--- src/rtl/btn_pkg.sv ---
// rtl/btn_pkg.sv - state encoding and default timings for btn_press_classifier (BTN_DOUBLE_CLICK_EN adds gap states)
package btn_pkg;

  localparam int LONG_CNT_DEF = 50_000_000;
  localparam int GAP_CNT_DEF  = 15_000_000;

  typedef enum logic [2:0] {
    IDLE      = 3'd0,
    PRESSED   = 3'd1,
`ifdef BTN_DOUBLE_CLICK_EN
    WAIT_GAP  = 3'd3,
    SECOND    = 3'd4,
`endif
    LONG_HELD = 3'd2
  } state_e;

  function automatic int max_int(input int a, input int b);
    return (a > b) ? a : b;
  endfunction

endpackage

--- src/rtl/edge_detect.sv ---
// rtl/edge_detect.sv - one-cycle delayed button level with rise/fall strobes
module edge_detect (
  input  logic clk,
  input  logic rst,
  input  logic btn_level,
  output logic btn_d,
  output logic rise,
  output logic fall
);

  logic btn_d_q;
  logic btn_d_d;

  always_comb begin
    btn_d_d = btn_level;
  end

  always_ff @(posedge clk or posedge rst) begin
    if (rst) begin
      btn_d_q <= 1'b0;
    end else begin
      btn_d_q <= btn_d_d;
    end
  end

  assign btn_d = btn_d_q;
  assign rise  = btn_level & ~btn_d_q;
  assign fall  = ~btn_level & btn_d_q;

endmodule

--- src/rtl/btn_press_classifier.sv ---
// rtl/btn_press_classifier.sv - short/long/double-click classifier for a debounced button
// BTN_DOUBLE_CLICK_EN enables the release-gap window and double_click detection.
module btn_press_classifier
  import btn_pkg::*;
#(
  parameter int LONG_CNT = LONG_CNT_DEF,
  parameter int GAP_CNT  = GAP_CNT_DEF
) (
  input  logic clk,
  input  logic rst,
  input  logic btn_level,
  output logic short_press,
  output logic long_press,
  output logic double_click,
  output logic held
);

  localparam int CNT_W = $clog2(max_int(LONG_CNT, GAP_CNT));
  localparam logic [CNT_W-1:0] LONG_LAST = CNT_W'(LONG_CNT - 1);
`ifdef BTN_DOUBLE_CLICK_EN
  localparam logic [CNT_W-1:0] GAP_LAST  = CNT_W'(GAP_CNT - 1);
`endif

  logic btn_d;
  logic rise;
  logic fall;
  logic steady;

  state_e           state_q, state_d;
  logic [CNT_W-1:0] cnt_q, cnt_d;
  logic             short_press_q, short_press_d;
  logic             long_press_q, long_press_d;
  logic             held_q, held_d;
`ifdef BTN_DOUBLE_CLICK_EN
  logic             double_click_q, double_click_d;
`endif

  edge_detect u_edge (
    .clk       (clk),
    .rst       (rst),
    .btn_level (btn_level),
    .btn_d     (btn_d),
    .rise      (rise),
    .fall      (fall)
  );

  // Button down in both this and the previous cycle: the press is still going.
  assign steady = btn_level & btn_d;

  always_comb begin
    state_d       = state_q;
    cnt_d         = cnt_q;
    short_press_d = 1'b0;
    long_press_d  = 1'b0;
`ifdef BTN_DOUBLE_CLICK_EN
    double_click_d = 1'b0;
`endif
    case (state_q)
      IDLE: begin
        if (rise) begin
          state_d = PRESSED;
        end
      end
      PRESSED: begin
        cnt_d = cnt_q + 1'b1;
        if (fall) begin
`ifdef BTN_DOUBLE_CLICK_EN
          state_d = WAIT_GAP;
`else
          state_d       = IDLE;
          short_press_d = 1'b1;
`endif
        end else if (steady && (cnt_q == LONG_LAST)) begin
          state_d      = LONG_HELD;
          long_press_d = 1'b1;
        end
      end
      LONG_HELD: begin
        if (fall) begin
          state_d = IDLE;
        end
      end
`ifdef BTN_DOUBLE_CLICK_EN
      WAIT_GAP: begin
        cnt_d = cnt_q + 1'b1;
        if (rise) begin
          state_d = SECOND;
        end else if (cnt_q == GAP_LAST) begin
          state_d       = IDLE;
          short_press_d = 1'b1;
        end
      end
      SECOND: begin
        cnt_d = cnt_q + 1'b1;
        if (fall) begin
          state_d        = IDLE;
          double_click_d = 1'b1;
        end else if (steady && (cnt_q == LONG_LAST)) begin
          state_d      = LONG_HELD;
          long_press_d = 1'b1;
        end
      end
`endif
      default: begin
        state_d = IDLE;
      end
    endcase
    // Every counting state exits at its terminal value, so clearing on
    // each transition keeps cnt from ever wrapping.
    if (state_d != state_q) begin
      cnt_d = '0;
    end
    held_d = (state_d == LONG_HELD);
  end

  always_ff @(posedge clk or posedge rst) begin
    if (rst) begin
      state_q       <= IDLE;
      cnt_q         <= '0;
      short_press_q <= 1'b0;
      long_press_q  <= 1'b0;
      held_q        <= 1'b0;
    end else begin
      state_q       <= state_d;
      cnt_q         <= cnt_d;
      short_press_q <= short_press_d;
      long_press_q  <= long_press_d;
      held_q        <= held_d;
    end
  end

`ifdef BTN_DOUBLE_CLICK_EN
  always_ff @(posedge clk or posedge rst) begin
    if (rst) begin
      double_click_q <= 1'b0;
    end else begin
      double_click_q <= double_click_d;
    end
  end
  assign double_click = double_click_q;
`else
  assign double_click = 1'b0;
`endif

  assign short_press = short_press_q;
  assign long_press  = long_press_q;
  assign held        = held_q;

endmodule

--- config.mk ---
export PLATFORM = sky130hd
export DESIGN_NAME = btn_press_classifier
export DESIGN_NICKNAME = d
export VERILOG_FILES = /design/src/rtl/btn_pkg.sv /design/src/rtl/edge_detect.sv /design/src/rtl/btn_press_classifier.sv
export SDC_FILE = /design/constraint.sdc
export NUM_CORES = 1
export LEC_CHECK = 0
export ABC_AREA = 1
export CAP_MARGIN = 10
export CORE_MARGIN = 1.5
export CORE_UTILIZATION = 30
export CTS_CLUSTER_DIAMETER = 150
export DETAILED_ROUTE_END_ITERATION = 10
export HOLD_SLACK_MARGIN = 0.03
export PLACE_DENSITY_LB_ADDON = 0.3
export SETUP_SLACK_MARGIN = 0.15
export SYNTH_ARGS = -nofsm -noshare
export SYNTH_HDL_FRONTEND = slang
export SYNTH_SLANG_ARGS = --single-unit
--- constraint.sdc ---
create_clock -name clk -period 1.4 [get_ports clk]
set_input_delay 0.21 -clock clk [delete_from_list [all_inputs] [get_ports clk]]
set_output_delay 0.21 -clock clk [all_outputs]
set_load 0.05 [all_outputs]
==> reports/metrics.csv <==
stage,metric,value,unit
drt,via count,2004,
pwr,Leakage Power,1.47,nW
cts,clk_lat worst skew,0.29,ns
setup_path,capturing point of the worst reg2reg path,cnt_q[15]$_DFFE_PP0P_,
timing,f_max,636,MHz
final_layout,fillers,643,
grt,largest net degree at the start of global routing,34,
logic_synthesis,Post-synth EDFFs,0,
floorplanning,Die Wd,86.2,um
timing,period utilization,112,%
setup_path,CP max FO,9,
placed_design,routability cong.,0.791,
logic_synthesis,Synth Register Bits,33,
floorplanning,Die Area,0.00743,mm^2
timing,final hold viol count,0,
final_layout,n_diodes,0,
placed_design,DP Wirelength,3880,um
pwr,cell area power density,593,mW/mm^2
placed_design,placed cell count,443,
timing,final number of setup-violating endpoints,29,
logic_synthesis,Cells after Synth,279,
timing,Hold Slack,0.272,ns
drt,First-pass DRT Iterations,4,
setup_path,R2R setup slack,-0.17,ns
drt,Via-to-Cell Ratio,4.39,
hold_path,class of the worst hold path,in -> async,
outcome,outcome,finished with violations,
setup_path,reg2reg path depth,11,
logic_synthesis,"Seq/Total Area, Yosys",39.8,%
cts,CTS Buf Count,5,
grt,Total GRT Usage,15.6,%
setup_path,CP Capture Type,register,
cts,CTS max path bufs,2,
pwr,VDD IR max,0.391,mV
logic_synthesis,"area leader, netlist",dfrtp_1,
job,max-cap viol count,0,
logic_synthesis,list of most frequent post-synthesis cells,"nand2_1, nor2_1, inv_1, dfrtp_1, nand3_1",
cts,CTS tree,yes,
grt,first-pass GRT wire length,9090,um
final_layout,fraction of layout cells with a size suffix above 1,41.4,%
timing,Setup Skew,0.00593,ns
drt,antenna violation net count after detailed routing,0,
final_layout,final net count,380,
timing,fin. max-slew vios,0,
final_layout,P&R area growth vs syn,53.6,%
drt,WL final,5220,um
drt,DRC viols,0,
timing,minimum clock period,1.57,ns
logic_synthesis,area of the mapped netlist,0.00208,mm^2
outcome,failing checks,negative setup slack,
grt,antenna violations before repair,0,
timing,RSZ-0062 raised after global routing,true,
logic_synthesis,"count leader, synth",nand2_1,
logic_synthesis,Netlist cell types,30,
cts,CTS Sinks,33,
setup_path,data required time of the critical path,1.61,ns
grt,grt total ovfl,0,
drt,DR iter-0 viols,77,
grt,vias in the first global route,1975,
final_layout,Final Instance Count excl. Fillers,457,
floorplanning,core area,0.00676,mm^2
setup_path,startpoint types,register,
floorplanning,Ports,7,
logic_synthesis,asr flop ratio synth,100,%
floorplanning,Die Ht,86.2,um
timing,final worst slack,-0.171,ns
floorplanning,FP Rows,30,
drt,post-DR wirelength/cell,11.4,um
logic_synthesis,Synth top area share,39.8,%
logic_synthesis,"top cells by area, synth","dfrtp_1, nand2_1, nor2_1",
cts,htree depth,2,
logic_synthesis,yosys synthesis warning count,0,
setup_path,worst r2r src,cnt_q[0]$_DFFE_PP0P_,
cts,clock transition at the registers of the reported paths,0.07,ns
floorplanning,initial core utilization,30.7,%
placed_design,# port buffers,5,
cts,clk root buf,clkbuf_8,
setup_path,worst endpoint data arrival time,1.78,ns
setup_path,WS Path Type,reg -> reg,
logic_synthesis,"Avg Cell Area, Syn",7.44,um^2
logic_synthesis,Main synth FF type,dfrtp_1,
==> cell families (layout without fill, tap and decap cells) <==
group	Yosys count	after routing	synth area share, %
compound gates	10	10	3.50
fa+ha+maj	1	1	0.603
simple gates	179	179	42.1
xor+xnor	11	11	4.64
other cells	1	2	0.181
buf+inv	44	141	9.16
flops	33	33	39.8
==> registers in the layout, summed over array words and instances (netlist names) <==
| name | count |
|---|---|
| held | 1 |
| long_press | 1 |
| u_edge.btn_d | 1 |
| short_press | 1 |
| cnt_q | 26 |
| state_q | 3 |
==> how the worst max path moves through the flow <==
stage,startpoint,end
6_report,cnt_q[0]$_DFFE_PP0P_,cnt_q[15]$_DFFE_PP0P_
5_1_grt,cnt_q[5]$_DFFE_PP0P_,cnt_q[18]$_DFFE_PP0P_
4_1_cts,cnt_q[0]$_DFFE_PP0P_,cnt_q[16]$_DFFE_PP0P_
3_5_place_dp,btn_level,cnt_q[8]$_DFFE_PP0P_
3_3_place_gp,btn_level,cnt_q[8]$_DFFE_PP0P_
2_1_floorplan,cnt_q[0]$_DFFE_PP0P_,cnt_q[20]$_DFFE_PP0P_
==> per-stage QoR <==
| stage | total power, mW | setup TNS, ns | area [um^2] | setup slack [ns] | utilization (%) |
|---|---|---|---|---|---|
| finish | 1.89 | -3.75 | 3190 | -0.171 | 47.2 |
| global route | 1.97 | -7.59 | 3190 | -0.305 | 47.2 |
| CTS | 1.92 | -3.37 | 3150 | -0.173 | 46.6 |
| detailed placement | 1.17 | -7.98 | 2900 | -0.299 | 42.9 |
| global placement | 1.17 | -7.04 | 2900 | -0.260 | 42.9 |
| floorplan | 1.08 | -0.591 | 2100 | -0.0444 | - |
==> metal layers <==
metal  part of all wire [%]  global-route usage, %  up-vias
met5                      0                      0        -
met3                    2.4                   2.57        6
met2                     51                   27.3       15
li1                       -                      -     1065
met4                    1.1                   3.96        0
met1                     45                   20.0      918
==> cell type report <==
cell class,instances,area [um^2],share of cell area (%)
multi-input cells,203,1200,37.8
flip-flops and latches,33,826,25.9
repair buffers,93,821,25.7
inverters,40,155,4.86
well taps,80,100,3.14
clock buffers,6,72.6,2.28
clock inverters,2,10.0,0.314
==> critical path: stages, from the launching register on <==
cell and delay (ns):
dfrtp_1 0.42, ha_4 0.19, nand3_4 0.12, inv_2 0.05
nand2_2 0.06, nor2_1 0.04, nand2_1 0.06, nand2_2 0.08
nand2_4 0.10, nand2_8 0.09, buf_12 0.16, nor3_2 0.13
==> timing repair <==
item | CTS | global route
resized for setup | 30 | 5
pin swaps | 10 | 2
endpoints found under the setup margin | 30 | 30
hold buffers | 0 | 0
buffers inserted | 2 | 3
cloned | 1 | 0
==> report_power, final <==
group | switching, mW | total, mW | internal [mW]
clock network | 0.362 | 0.706 | 0.344
logic | 0.117 | 0.218 | 0.101
registers | 0.00768 | 0.967 | 0.960
total | 0.486 | 1.89 | 1.41
==> placed cells by master, fill, tap and decap left out, types with 2 or more instances in the layout <==
master,n
clkinv_2,2
nor3_2,6
nand2_4,2
inv_1,34
conb_1,2
buf_6,6
a21oi_2,7
buf_4,78
dfrtp_1,33
buf_12,6
nor2_1,35
nor2_2,15
clkbuf_8,5
nand2_1,70
xor2_1,10
nand2_2,6
nor3_1,4
nand3_2,2
nand3_1,11
clkdlybuf4s50_1,2
nor3_4,4
nand3_4,2
nor2_4,5
or2_1,2
inv_2,5
nand4_1,12
Note: power is estimated with default switching activity, not from simulation.
